--- src/rtl/lab2_pkg.sv ---
// Shared definitions for the lab2 counter link receiver: FSM states, step codes and
// the per-nibble Gray-to-binary decode.
package lab2_pkg;

  localparam logic [1:0] S_EMPTY = 2'd0;
  localparam logic [1:0] S_ACQ   = 2'd1;
  localparam logic [1:0] S_LOCK  = 2'd2;

  localparam logic [1:0] STEP_HOLD = 2'd0;
  localparam logic [1:0] STEP_UP   = 2'd1;
  localparam logic [1:0] STEP_DOWN = 2'd2;
  localparam logic [1:0] STEP_ILL  = 2'd3;

  function automatic logic [3:0] gray4_to_bin(input logic [3:0] g);
    logic [3:0] b;
    b[3] = g[3];
    b[2] = b[3] ^ g[2];
    b[1] = b[2] ^ g[1];
    b[0] = b[1] ^ g[0];
    return b;
  endfunction

endpackage

--- src/rtl/gray_track_decoder_if.sv ---
// Sample/decode bundle between the Gray counter link and the tracking decoder.
interface gray_track_decoder_if #(
  parameter int unsigned WRAP_W = 8
);
  logic              sample;
  logic [7:0]        gray_in;
  logic [7:0]        bin_out;
  logic              dir_up;
  logic              moving;
  logic              wrap;
  logic [WRAP_W-1:0] wrap_cnt;
  logic              err;
  logic              locked;

  modport master (
    output sample, gray_in,
    input  bin_out, dir_up, moving, wrap, wrap_cnt, err, locked
  );

  modport slave (
    input  sample, gray_in,
    output bin_out, dir_up, moving, wrap, wrap_cnt, err, locked
  );
endinterface

--- src/rtl/gray4_to_bin.sv ---
// Combinational 4-bit Gray to binary converter, one instance per nibble.
module gray4_to_bin (
  input  logic [3:0] gray,
  output logic [3:0] bin
);
  assign bin = lab2_pkg::gray4_to_bin(gray);
endmodule

--- src/rtl/gray_track_decoder.sv ---
// Receive side of the lab2 up/down counter link: decodes nibble-wise Gray samples, checks
// each step is +1/-1/hold, tracks direction and wrap-arounds, and manages lock.
module gray_track_decoder
  import lab2_pkg::*;
#(
  parameter int unsigned LOCK_CNT = 4,
  parameter int unsigned WRAP_W   = 8
) (
  input  logic                 clk,
  input  logic                 rst_n,
  gray_track_decoder_if.slave  bus
);

  logic [3:0]        hi_bin, lo_bin;
  logic [7:0]        new_bin, diff;
  logic [1:0]        step;
  logic              is_up, is_down, is_ill;

  logic [1:0]        state_q, state_d;
  logic [3:0]        good_q, good_d;
  logic [7:0]        bin_q, bin_d;
  logic              dir_q, dir_d;
  logic              moving_q, moving_d;
  logic              wrap_q, wrap_d;
  logic [WRAP_W-1:0] wrap_cnt_q, wrap_cnt_d;
  logic              err_q, err_d;
  logic              locked_q, locked_d;

  gray4_to_bin u_hi (
    .gray (bus.gray_in[7:4]),
    .bin  (hi_bin)
  );

  gray4_to_bin u_lo (
    .gray (bus.gray_in[3:0]),
    .bin  (lo_bin)
  );

  assign new_bin = {hi_bin, lo_bin};
  assign diff    = new_bin - bin_q;

  always_comb begin
    step = STEP_ILL;
    if (diff == 8'h01)      step = STEP_UP;
    else if (diff == 8'hFF) step = STEP_DOWN;
    else if (diff == 8'h00) step = STEP_HOLD;
  end

  assign is_up   = (step == STEP_UP);
  assign is_down = (step == STEP_DOWN);
  assign is_ill  = (step == STEP_ILL);

  always_comb begin
    state_d    = state_q;
    good_d     = good_q;
    bin_d      = bin_q;
    dir_d      = dir_q;
    moving_d   = 1'b0;
    wrap_d     = 1'b0;
    wrap_cnt_d = wrap_cnt_q;
    err_d      = 1'b0;

    if (bus.sample) begin
      // Always take the latest value so the reference resyncs after a glitch.
      bin_d    = new_bin;
      moving_d = is_up | is_down;
      if (is_up)   dir_d = 1'b1;
      if (is_down) dir_d = 1'b0;

      case (state_q)
        S_EMPTY: begin
          moving_d = 1'b0;
          dir_d    = dir_q;
          good_d   = 4'd0;
          state_d  = S_ACQ;
        end
        S_ACQ: begin
          if (is_ill) begin
            good_d = 4'd0;
          end else begin
            good_d = good_q + 4'd1;
            if (good_d == 4'(LOCK_CNT)) begin
              state_d = S_LOCK;
              good_d  = 4'd0;
            end
          end
        end
        S_LOCK: begin
          if (is_up && bin_q == 8'hFF) begin
            wrap_d     = 1'b1;
            wrap_cnt_d = wrap_cnt_q + WRAP_W'(1);
          end else if (is_down && bin_q == 8'h00) begin
            wrap_d     = 1'b1;
            wrap_cnt_d = wrap_cnt_q - WRAP_W'(1);
          end else if (is_ill) begin
            err_d   = 1'b1;
            good_d  = 4'd0;
            state_d = S_ACQ;
          end
        end
        default: begin
          good_d  = 4'd0;
          state_d = S_EMPTY;
        end
      endcase
    end

    locked_d = (state_d == S_LOCK);
  end

  always_ff @(posedge clk or negedge rst_n) begin
    if (!rst_n) begin
      state_q    <= S_EMPTY;
      good_q     <= 4'd0;
      bin_q      <= 8'd0;
      dir_q      <= 1'b1;
      moving_q   <= 1'b0;
      wrap_q     <= 1'b0;
      wrap_cnt_q <= '0;
      err_q      <= 1'b0;
      locked_q   <= 1'b0;
    end else begin
      state_q    <= state_d;
      good_q     <= good_d;
      bin_q      <= bin_d;
      dir_q      <= dir_d;
      moving_q   <= moving_d;
      wrap_q     <= wrap_d;
      wrap_cnt_q <= wrap_cnt_d;
      err_q      <= err_d;
      locked_q   <= locked_d;
    end
  end

  assign bus.bin_out  = bin_q;
  assign bus.dir_up   = dir_q;
  assign bus.moving   = moving_q;
  assign bus.wrap     = wrap_q;
  assign bus.wrap_cnt = wrap_cnt_q;
  assign bus.err      = err_q;
  assign bus.locked   = locked_q;

endmodule

--- src/flat_wrapper.sv ---
// flat-port wrapper written by rule: the top's interface ports become plain ports
module gray_track_decoder_flat import lab2_pkg::*;
#(
  parameter int unsigned LOCK_CNT = 4,
  parameter int unsigned WRAP_W   = 8
)
  (clk, rst_n, bus_sample, bus_gray_in, bus_bin_out, bus_dir_up, bus_moving, bus_wrap, bus_wrap_cnt, bus_err, bus_locked);
  gray_track_decoder_if #(.WRAP_W(WRAP_W)) bus_i ();
  input  logic clk;
  input  logic rst_n;
  input wire logic [$bits(bus_i.sample)-1:0] bus_sample;
  input wire logic [$bits(bus_i.gray_in)-1:0] bus_gray_in;
  output wire logic [$bits(bus_i.bin_out)-1:0] bus_bin_out;
  output wire logic [$bits(bus_i.dir_up)-1:0] bus_dir_up;
  output wire logic [$bits(bus_i.moving)-1:0] bus_moving;
  output wire logic [$bits(bus_i.wrap)-1:0] bus_wrap;
  output wire logic [$bits(bus_i.wrap_cnt)-1:0] bus_wrap_cnt;
  output wire logic [$bits(bus_i.err)-1:0] bus_err;
  output wire logic [$bits(bus_i.locked)-1:0] bus_locked;
  assign bus_i.sample = bus_sample;
  assign bus_i.gray_in = bus_gray_in;
  assign bus_bin_out = bus_i.bin_out;
  assign bus_dir_up = bus_i.dir_up;
  assign bus_moving = bus_i.moving;
  assign bus_wrap = bus_i.wrap;
  assign bus_wrap_cnt = bus_i.wrap_cnt;
  assign bus_err = bus_i.err;
  assign bus_locked = bus_i.locked;
  gray_track_decoder #(.LOCK_CNT(LOCK_CNT), .WRAP_W(WRAP_W)) u_core (.clk(clk), .rst_n(rst_n), .bus(bus_i));
endmodule
--- config.mk ---
export PLATFORM = sky130hd
export DESIGN_NAME = gray_track_decoder_flat
export DESIGN_NICKNAME = d
export VERILOG_FILES = /design/src/rtl/lab2_pkg.sv /design/src/rtl/gray_track_decoder_if.sv /design/src/rtl/gray4_to_bin.sv /design/src/rtl/gray_track_decoder.sv /design/src/flat_wrapper.sv
export SDC_FILE = /design/constraint.sdc
export NUM_CORES = 1
export LEC_CHECK = 0
export CAP_MARGIN = 20
export CORE_MARGIN = 10
export CORE_UTILIZATION = 50
export CTS_CLUSTER_DIAMETER = 80
export DETAILED_ROUTE_END_ITERATION = 10
export GPL_ROUTABILITY_DRIVEN = 0
export PLACE_DENSITY = 0.76
export SETUP_SLACK_MARGIN = 0.1
export SYNTH_ARGS = -nofsm -noshare
export SYNTH_HDL_FRONTEND = slang
export SYNTH_SLANG_ARGS = --single-unit
--- constraint.sdc ---
create_clock -name clk -period 5.8 [get_ports clk]
set_input_delay 1.16 -clock clk [delete_from_list [all_inputs] [get_ports clk]]
set_output_delay 1.16 -clock clk [all_outputs]
set_load 0.005 [all_outputs]
=== Word-level counts from Yosys, hierarchy flattened ===
Index checks and enable logic that the tools add are counted.

* Input bits: 11
* Output and inout port bits: 21
* Bits in registers: 27
* Logic and storage cells: 75

* Add/sub/neg operators: 4
* Bitwise logic cells: 8
* Muxes and demuxes: 31
* Reductions and logical operators: 10
* Equal/unequal tests: 13

{| class="wikitable"
|+ Operators by type and width
! operator !! count
|-
| 2-to-1 mux 4 bit || 5
|-
| 2-to-1 mux 2 bit || 9
|-
| equality test 8 bit, second input constant || 2
|-
| logical NOT 8 bit || 2
|-
| 2-to-1 mux 8 bit || 2
|-
| 2-to-1 mux 1 bit || 13
|-
| adder 8 x 1 -> 8 bit, second input constant || 1
|-
| equality test 2 bit, second input constant || 4
|-
| equality test 8 x 1 -> 1 bit, second input constant || 1
|-
| one-hot mux 4 bit (2 select lines) || 1
|-
| subtractor 8 x 1 -> 8 bit, second input constant || 1
|-
| subtractor 8 bit || 1
|-
| one-hot mux 2 bit (3 select lines) || 1
|-
| AND reduction 3 bit || 2
|-
| bitwise XOR 1 bit || 6
|-
| adder 4 x 1 -> 4 bit, second input constant || 1
|-
| equality test 2 x 1 -> 1 bit, second input constant || 2
|-
| equality test 4 x 3 -> 1 bit, second input constant || 1
|-
| != test 2 bit, second input constant || 2
|-
| AND reduction 4 bit || 1
|-
| nonzero test 2 bit || 2
|-
| logical AND 1 bit || 2
|-
| logical NOT 2 bit || 1
|-
| != test 2 x 1 -> 1 bit, second input constant || 1
|-
| other kinds (2) || 2
|}

=== Depth between registers and ports, before layout ===
Gate-level depths: netlist of the first run.

* Depth in word-level cells: 15
* Gate-level depth with buffers: 22
* Mapped depth without buffers: 20

=== By module ===
From an unflattened synthesis of the first run, not the netlist that was laid out.

* Cells, all modules: 219
* Area total of the unflattened synthesis: 2067.0 um2

{| class="wikitable"
|+ Modules (own cells, without submodules)
! module !! area each (um2) !! sequential area each (um2) !! cells an instance !! times used
|-
| gray_track_decoder || 1966.9 || 676.9 || 209 || 1
|-
| gray4_to_bin || 50.0 || 0.0 || 5 || 2
|}

=== Worst setup path before layout of the first run ===
Ideal clock, no wire load.

* Kind: input to register
* Start: input bus_gray_in[3]
* End: register u_core.wrap_cnt_q[7] (netlist: u_core.bus.wrap_cnt[7])
* Buffers on the path: 2
* Data arrival time: 5433 ps
* Data required time: 5720 ps
* Library setup time: 80 ps
* Stages on the path: 21
* Slack: 287 ps
* Cells stage by stage: xnor2_1 > xnor2_1 > xnor2_1 > ha_1 > inv_1 > fa_1 > a211oi_2 > o31ai_1 > a21oi_1 > xor2_1 > and4_1 > buf_6 > buf_2 > nand3b_1 > ha_1 > a21o_1 > a21oi_1 > o21ai_0 > o41a_1 > a32oi_1 > xnor2_1

* Word-level cells in the longest chain between the ends: 12
* Elaborated cells between the ends (all ways): 17
* Classes of those cells: add/sub: 1; eq/ne: 4; mux: 4; bitwise: 3; reduce/logical: 5

{| class="wikitable"
|+ RTL lines
! item !! line !! source
|-
| start: declaration || flat_wrapper.sv:12 || <nowiki>input wire logic [$bits(bus_i.gray_in)-1:0] bus_gray_in;</nowiki>
|-
| bitwise XOR 1 bit * || lab2_pkg.sv:17 || <nowiki>b[2] = b[3] ^ g[2];</nowiki>
|-
| bitwise XOR 1 bit * || lab2_pkg.sv:18 || <nowiki>b[1] = b[2] ^ g[1];</nowiki>
|-
| named net u_core.lo_bin[1] || gray_track_decoder.sv:14 || <nowiki>logic [3:0] hi_bin, lo_bin;</nowiki>
|-
| bitwise XOR 1 bit || lab2_pkg.sv:19 || <nowiki>b[0] = b[1] ^ g[0];</nowiki>
|-
| subtractor 8 bit * || gray_track_decoder.sv:40 || <nowiki>assign diff = new_bin - bin_q;</nowiki>
|-
| logical NOT 8 bit || gray_track_decoder.sv:46 || <nowiki>else if (diff == 8'h00) step = STEP_HOLD;</nowiki>
|-
| 2-to-1 mux 2 bit || gray_track_decoder.sv:46 ||
|-
| 2-to-1 mux 2 bit || gray_track_decoder.sv:45 || <nowiki>else if (diff == 8'hFF) step = STEP_DOWN;</nowiki>
|-
| 2-to-1 mux 2 bit * || gray_track_decoder.sv:44 || <nowiki>if (diff == 8'h01) step = STEP_UP;</nowiki>
|-
| equality test 2 bit or equality test 2 x 1 -> 1 bit (tied branches) || gray_track_decoder.sv:50, gray_track_decoder.sv:49 ||
|-
| logical AND 1 bit, on equally long branches || gray_track_decoder.sv:92, gray_track_decoder.sv:89 ||
|-
| nonzero test 2 bit (no line) || -- ||
|-
| AND reduction 3 bit (no line) || -- ||
|-
| end signal: assignment || gray_track_decoder.sv:129 || <nowiki>wrap_cnt_q <= wrap_cnt_d;</nowiki>
|-
| end: declaration || gray_track_decoder.sv:25 || <nowiki>logic [WRAP_W-1:0] wrap_cnt_q, wrap_cnt_d;</nowiki>
|}

The timed path passes the listed nets; every way through them passes the cells marked *.
A chain may end at the register's enable or synchronous reset.

=== Worst setup path in the final report of the first run ===
Same ends and word-level chain as after synthesis.

==> results of run 1 <==
[through the flow]
stage	hold WS (ps)	cells	utilization	area (sq um)	setup slack [ps]
6_report	505	296	0.650	2420	466
3_5_place_dp	482	290	0.629	2340	91.1
3_3_place_gp	488	290	0.629	2340	207
5_1_grt	519	296	0.650	2420	130
2_1_floorplan	469	211	-	1950	287
4_1_cts	507	294	0.642	2390	368
[layout make-up]
type                            instances  area [sq um]
Clock buffer                            3          41.3
Clock inverter                          1          7.51
Fill cell                             327          1300
Inverter                               16          60.1
Multi-Input combinational cell        162          1200
Sequential cell                        27           677
Tap cell                               48          60.1
Timing Repair Buffer                   39           370
[per-layer routing]
layer	vias to the layer above	GRT usage
met3	2	0.0302
li1	827	-
met1	768	0.172
met4	0	0.0301
met2	35	0.208
met5	-	0
[registers in the layout (all words and copies together) (netlist names)]
name and cells:
u_core.bus.wrap_cnt 8, u_core.bus.dir_up 1, u_core.bus.bin_out 8, u_core.state_q 2, u_core.bus.moving 1, u_core.bus.locked 1
u_core.bus.err 1, u_core.good_q 4, u_core.bus.wrap 1
[cells in the final DEF (no fill, tap or decap), types with 8 or more instances in the layout]
master           Yosys  layout
nor2_1              19      19
nand2_1             20      20
o21ai_0             11      11
a21oi_1             13      11
ha_1                16      16
clkdlybuf4s50_1      0      31
inv_1               15      15
xnor2_1             14      13
dfrtp_1             26      26
buf_4                0       8
[cell usage after synthesis, types with 4 or more instances]
cell type  count  area share
xor2_1         7       0.031
ha_1          16        0.10
nand3_1        6       0.015
o211ai_1       4       0.015
nor4_1         6       0.019
inv_1         15       0.029
xnor2_1       14       0.063
a21oi_1       13       0.033
nand2_1       20       0.038
nor3_1         7       0.018
o21ai_0       11       0.028
mux2_2         7       0.040
dfrtp_1       26        0.33
nor2_1        19       0.036
[worst paths after layout]
check | to | slack (ps) | cells after the start
setup / recovery | u_core.bus.wrap_cnt[7] | 470 | 20
max in group asynchronous | u_core.bus.dir_up | 4240 | 2
min in group asynchronous | u_core.bus.locked | 1260 | 2
hold / removal | u_core.bus.wrap_cnt[7] | 500 | 1
hold reg to reg | u_core.bus.wrap_cnt[7] | 500 | 1
setup reg to reg | u_core.bus.wrap_cnt[7] | 2030 | 16
[timing repair]
| action | 4_1_cts | 5_1_grt |
|---|---|---|
| buffers inserted | 0 | 2 |
| resized for setup | 0 | 3 |
| endpoints found under the setup margin | 0 | 2 |
[kinds of logic (layout without fill, tap and decap cells)]
family	after synthesis	count (layout)	synth area share
xor+xnor	21	21	0.0941
compound gates	47	47	0.175
flops	27	27	0.346
mux	7	7	0.0403
simple gates	69	69	0.174
buf+inv	22	59	0.0474
fa+ha+maj	18	18	0.123
[power breakdown]
part	leakage [nW]	internal, mW	switching, mW
clock	0.0217	0.0487	0.0601
sequential	0.350	0.201	0.0128
combinational	0.686	0.0906	0.107
total	1.06	0.340	0.180
[worst register-to-register path, stage by stage (launching register included)]
cell and delay, ps:
dfrtp_1 470, ha_1 180, inv_1 40, fa_1 400, a211oi_2 230, o31ai_1 100
a21oi_1 170, xor2_1 190, and4_1 230, nand3b_1 160, buf_4 180, ha_1 310
a21oi_2 170, o21ai_0 140, o41a_1 350, a32oi_1 230, xnor2_1 140
==> results.cfg, run 1 <==
[run_status]
status = completed

[detailed_routing]
ant_nets = 0
vias = 1632
drt_wl_total_um = 4150
avgViaCountPerCell = 5.51
drc_errors = 0
top_layer = met4
met3_length_um = 227
wl_met1_um = 1980
first_iter_violations = 33
wl_per_cell_um = 14.0
wl_met2_um = 1900
dr.pass1.iters = 4

[logic_synthesis]
async_flop_share = 1.00
syn_nets = 240
synth_cell_types = 42
ys_seq_area_frac = 0.346
synth_flop_cell = dfrtp_1
netlist_area_sq_um = 1950
syn_avg_cell_area_sq_um = 9.26
ys_warn_count = 0
synth_edf_count = 0
ys_ff_latch = 27
syn_inst = 211

[clock_tree]
cts-root-buf = clkbuf_8
cts.htree.levels = 1
clkLatencyLatePin_ps = 270
numCtsBuffers = 3
cts_sinks = 27
path_clk_slew_ps = 100
cts_buffer_depth = 2
ctsHoldBuffers = 0
tritoncts = built

[worst_setup_path]
critPathRequiredTime_ps = 6000
worst-path-buf-inv = 3
crit_chain = clkdlybuf4s50_1 -> xnor2_2 -> xnor2_1 -> xnor2_1 -> ha_1 -> inv_1 -> fa_1 -> a211oi_2 -> o31ai_1 -> a21oi_1 -> xor2_1 -> and4_1 -> nand3b_1 -> buf_4 -> ha_1 -> a21oi_2 -> o21ai_0 -> o41a_1 -> a32oi_1 -> xnor2_1
crit_arrival_ps = 5540
path_delay_family = compound AO/OA/AOI/OAI gates
max_stage_delay_ps = 490
r2r-start = u_core.bus.bin_out[0]
crit_fanout = 4
crit_path_end_kind = flip-flop
path_class = in -> reg
cp_common_cell = xnor2_1
cpMaxStageDelayCell = clkdlybuf4s50_1
critical_path.startpoint = bus_gray_in[3]
cp-start-kind = input pin

[place]
dp_hpwl_um = 3230
place.port_buffers = 31

[sta]
worstMarginPinSlew_ps = 743
slew_viol_final = 0
fin_tns_setup_ps = 0
setup_viol = 0
rsz0062_at_grt = false
hold_viol = 0
fin_worst_skew_ps = 5.55
fmax_ghz = 0.187
min_period_ps = 5330
max_slew_margin = 0.503
fin_crit_sh = 0.920

[floorplan]
die_area_sq_um = 6810
pin_count = 32
core_area_sq_um = 3720
die_h_um = 82.5
core.rowCount = 22
initial_utilization = 0.526
die_x_um = 82.5

[cells_and_area]
drive_gt1_frac = 0.121
antenna_cells = 0
area_growth_pct = 23.6
finalNetCount = 278

[min_path]
hp-start = u_core.bus.wrap_cnt[7]
hp-class = reg -> reg

[power]
vdd.ir_drop.worst_mv = 0.119
powerDensity_nw_per_um2 = 215
p_leak_nw = 1.06
power_uw = 520

[grt]
grt_usage = 0.129
grt_pass1_vias = 1557
antenna_found_initial = 0
grt_max_degree = 28
grt_pass1_wl_um = 7180
grt_overflow = 0

[run]
cap_violations = 0
Power figures use the tool's default switching activity.
==> run 2, diff against run 1 <==
- CTS_BUF_LIST: not set -> sky130_fd_sc_hd__clkbuf_2
- DONT_BUFFER_PORTS: not set -> 1
- PLACE_DENSITY: 0.76 -> not set
==> run 2 against run 1 <==
Effect of this change:
- clock skew increased by 12 ps
- non-clock buffer count decreased by 38
- global-route usage decreased by 0.42 points
- critical path type unchanged
- largest cell class unchanged
- via count decreased by 6.2%
- setup slack improved by 60 ps
- maximum frequency increased by 1.1%
- largest power group unchanged
==> results.cfg, run 2 (synthesis gave the netlist of run 1 again) <==
[grt]
grt_usage = 0.125
grt_max_degree = 28
grt_pass1_wl_um = 6930
grt_pass1_vias = 1524
antenna_found_initial = 0
grt_overflow = 0

[cells_and_area]
final_common_cell = dfrtp_1
area_growth_pct = 2.82
finalNetCount = 240
drive_gt1_frac = 0.0952
finish.utilization = 0.541
antenna_cells = 0
fill_cells = 357
final_cell_mix = dfrtp_1 (26), nand2_1 (20), nor2_1 (19)

[worst_setup_path]
r2r-start = u_core.bus.bin_out[0]
crit_path_end_kind = flip-flop
crit_fanout = 7
cpMaxStageDelayCell = xnor2_1
path_class = in -> reg
max_stage_delay_ps = 410
crit_chain = xnor2_1 -> xnor2_1 -> xnor2_1 -> ha_1 -> inv_1 -> fa_1 -> a211oi_2 -> o31ai_1 -> a21oi_1 -> xor2_1 -> and4_1 -> nand3b_1 -> ha_1 -> a21o_1 -> a21oi_1 -> o21ai_0 -> o41a_1 -> a32oi_1 -> xnor2_1
critical_path.startpoint = bus_gray_in[3]
crit_arrival_ps = 5590
cp-start-kind = input pin
cp_common_cell = xnor2_1
critPathRequiredTime_ps = 6120

[floorplan]
core_area_sq_um = 3720
core.rowCount = 22
initial_utilization = 0.526
die_area_sq_um = 6810
die_h_um = 82.5
pin_count = 32
die_x_um = 82.5

[detailed_routing]
first_iter_violations = 115
ant_nets = 0
drt_wl_total_um = 4210
vias = 1531
avgViaCountPerCell = 5.93
drc_errors = 0
dr.pass1.iters = 4
wl_per_cell_um = 16.3

[clock_tree]
cts_sinks = 27
post-cts-setup-buffer-count = 0
tritoncts = built
cts_buffer_depth = 2
path_clk_slew_ps = 270
cts_resized = 0
cts.htree.levels = 1
cts-root-buf = clkbuf_2
clkLatencyLatePin_ps = 370
ctsHoldBuffers = 0
numCtsBuffers = 3

[min_path]
hp-class = in -> async

[sta]
min_period_ps = 5270
fin_worst_skew_ps = 17.5
fin_crit_sh = 0.909
hold_viol = 0
fin_tns_setup_ps = 0
setup_viol = 0
rsz0062_at_grt = false
slew_viol_final = 0
max_slew_margin = 0.489
fmax_ghz = 0.190
worstMarginPinSlew_ps = 761

[run_status]
status = completed

[place]
place.port_buffers = 0
dp_hpwl_um = 3290

[power]
powerDensity_nw_per_um2 = 222
vdd.ir_drop.worst_mv = 0.104
p_leak_nw = 0.898

[run]
cap_violations = 0
run 2: changes by cell type in the layout (fill, tap and decap cells not counted), moves of 2 or more:
cell,before,now
clkbuf_8,3,0
a21oi_2,3,1
buf_4,8,1
a21oi_1,11,13
clkbuf_2,0,3
clkdlybuf4s50_1,31,0
run 2: final timing paths:
kind	endpoint	slack (ps)	depth (start not counted)
min reg2reg	u_core.bus.wrap_cnt[7]	560	1
min	u_core.bus.bin_out[3]	430	0
max	u_core.bus.wrap_cnt[7]	530	19
min in group clk	u_core.bus.wrap_cnt[7]	560	1
max reg2reg	u_core.bus.wrap_cnt[7]	1580	16
max in group asynchronous	u_core.bus.dir_up	5180	0
run 2: cell type report:
cell class / count / area (sq um) / share of cell area
multi-input cells: 162 / 1180 / 0.590
well taps: 48 / 60.1 / 0.0299
repair buffers: 1 / 7.51 / 0.00374
inverters: 16 / 60.1 / 0.0299
clock inverters: 1 / 5.00 / 0.00249
clock buffers: 3 / 15.0 / 0.00747
flip-flops and latches: 27 / 677 / 0.337
run 2: worst max-delay path, delay by kind of cell:
family	cells	cell delay, ps
AO/OA/AOI/OAI	8	1650
buffers and inverters	1	50
XOR/XNOR	5	1210
adder cells (fa/ha/maj)	3	990
AND/OR/NAND/NOR	2	530
run 2: report_power, final:
group	internal [mW]	switching (mW)	leakage, nW
Sequential	0.201	0.0161	0.350
Clock	0.0156	0.0581	0.0164
Combinational	0.0605	0.0946	0.531
run 2: per-layer routing:
layer  part of all wire  GRT usage  routed length (um)
met5                  0          0                   0
met3              0.075     0.0292                 317
met1               0.41      0.150                1740
met4             0.0097     0.0485                  41
met2               0.50      0.212                2100
run 2: metrics by stage:
stage	hold slack, ps	worst slack, ps	power (mW)	cell area (sq um)	instances
finish	427	526	0.446	2010	258
global placement	527	316	0.371	1990	254
floorplan	469	287	0.348	1950	211
global route	377	181	0.481	2010	258
CTS	405	499	0.452	2010	258
detailed placement	537	78.0	0.376	1990	254
==> run 3, diff against run 2 <==
- CORE_UTILIZATION: 50 -> 66
- PLACE_DENSITY: not set -> 0.82
- clock period: 5.8 -> 5.15 ns (I/O delays scaled with it)
==> run 3 against run 2 <==
Effect of this change:
- sequential share of layout area shrank 0.54 points
- utilization grew 19 points
- largest power group unchanged
- setup slack lost 130 ps
- final cell count shrank 5.4%
- largest cell class unchanged
==> results.cfg, run 3 (synthesis gave the netlist of run 1 again) <==
[sta]
finalWorstSetupSlack_ps = 393
rsz0062_at_grt = false
fmax_ghz = 0.210
worstMarginPinSlew_ps = 535
slew_viol_final = 0
hold_slack_ps = 309
max_slew_margin = 0.640
fin_tns_setup_ps = 0
hold_viol = 0
min_period_ps = 4760
setup_viol = 0
fin_crit_sh = 0.924
fin_worst_skew_ps = 5.70

[cells_and_area]
antenna_cells = 0
final_cell_mix = dfrtp_1 (26), nand2_1 (20), nor2_1 (19)
final_common_cell = dfrtp_1
finish.utilization = 0.728
finalInstanceArea_sq_um = 2040
drive_gt1_frac = 0.136
finalNetCount = 243
area_growth_pct = 4.48

[power]
vdd.ir_drop.worst_mv = 0.161
powerDensity_nw_per_um2 = 252
p_leak_nw = 0.928

[clock_tree]
clkLatencyLatePin_ps = 360
path_clk_slew_ps = 260
ctsHoldBuffers = 0
cts_resized = 0
cts_buffer_depth = 2
post-cts-setup-buffer-count = 0
cts_sinks = 27
numCtsBuffers = 3
cts.htree.levels = 1
cts-root-buf = clkbuf_2
tritoncts = built

[worst_setup_path]
path_class = in -> reg
crit_arrival_ps = 5070
endpoint = u_core.bus.wrap_cnt[7]
max_stage_delay_ps = 370
crit_chain = xnor2_2 -> xnor2_2 -> xnor2_2 -> ha_2 -> inv_1 -> fa_2 -> a211oi_2 -> o31ai_1 -> a21oi_1 -> xor2_1 -> and4_1 -> nand3b_1 -> ha_1 -> a21o_1 -> a21oi_2 -> o21ai_1 -> o41a_1 -> a32oi_1 -> xnor2_1
cp-start-kind = input pin
cp_common_cell = xnor2_2
r2r_end = u_core.bus.wrap_cnt[7]
crit_fanout = 6
r2r_setup_slack_ps = 1150
r2r-start = u_core.bus.bin_out[0]
cpMaxStageDelayCell = ha_1
critical_path.startpoint = bus_gray_in[2]
critPathRequiredTime_ps = 5460
crit_path_end_kind = flip-flop
r2r_cells = 16

[detailed_routing]
avgViaCountPerCell = 6.25
drt_wl_total_um = 4060
dr.pass1.iters = 4
ant_nets = 0
vias = 1524
first_iter_violations = 71
drc_errors = 0
wl_per_cell_um = 16.7

[floorplan]
initial_utilization = 0.697
pin_count = 32
die_h_um = 74.4
core.rowCount = 19
die_area_sq_um = 5540
die_x_um = 74.4
core_area_sq_um = 2810

[grt]
antenna_found_initial = 0
grt_pass1_wl_um = 6860
grt_usage = 0.154
grt_pass1_vias = 1547
grt_max_degree = 28
grt_overflow = 0

[place]
dp_slack_ps = -41.5
place.port_buffers = 0
dp_hpwl_um = 3220
postPlaceCellArea_sq_um = 2010

[run]
cap_violations = 0

[min_path]
hp-class = in -> async

[run_status]
status = completed
run 3: changes by cell type in the layout (fill, tap and decap cells not counted), sizes merged:
cell	delta
buf	+3
run 3: worst max-delay path: cells and delay by family:
| family | cells | cell delay (ps) |
|---|---|---|
| buffers and inverters | 1 | 40 |
| XOR/XNOR | 5 | 1020 |
| AO/OA/AOI/OAI | 8 | 1560 |
| adder cells (fa/ha/maj) | 3 | 920 |
| AND/OR/NAND/NOR | 2 | 480 |
run 3: power by group:
part	switching, mW	internal, mW
logic	0.111	0.0766
clock network	0.0638	0.0176
registers	0.0186	0.227
total	0.194	0.321
run 3: layout make-up:
| cell class | instances | area (sq um) |
|---|---|---|
| clock buffers | 3 | 15.0 |
| clock inverters | 1 | 5.00 |
| fillers | 194 | 763 |
| inverters | 16 | 60.1 |
| multi-input cells | 162 | 1220 |
| flip-flops and latches | 27 | 677 |
| well taps | 31 | 38.8 |
| repair buffers | 4 | 30.0 |
run 3: metrics by stage:
stage / cells / power [mW]
6_report: 244 / 0.514
3_5_place_dp: 239 / 0.435
2_1_floorplan: 211 / 0.396
5_1_grt: 244 / 0.551
3_3_place_gp: 239 / 0.426
4_1_cts: 243 / 0.516
run 3: how the worst min path moves through the flow:
stage,to
5_1_grt,u_core.bus.wrap_cnt[1]
6_report,u_core.bus.moving
4_1_cts,u_core.bus.bin_out[3]
3_5_place_dp,u_core.bus.wrap_cnt[7]
3_3_place_gp,u_core.bus.wrap_cnt[7]
2_1_floorplan,u_core.bus.wrap_cnt[7]
run 3: metal layers:
layer  vias up  track usage  part of all wire
met5         -            0                 0
li1        753            -                 -
met1       711        0.187              0.42
met4         0       0.0714             0.023
met2        50        0.256              0.49
met3        10       0.0293             0.069
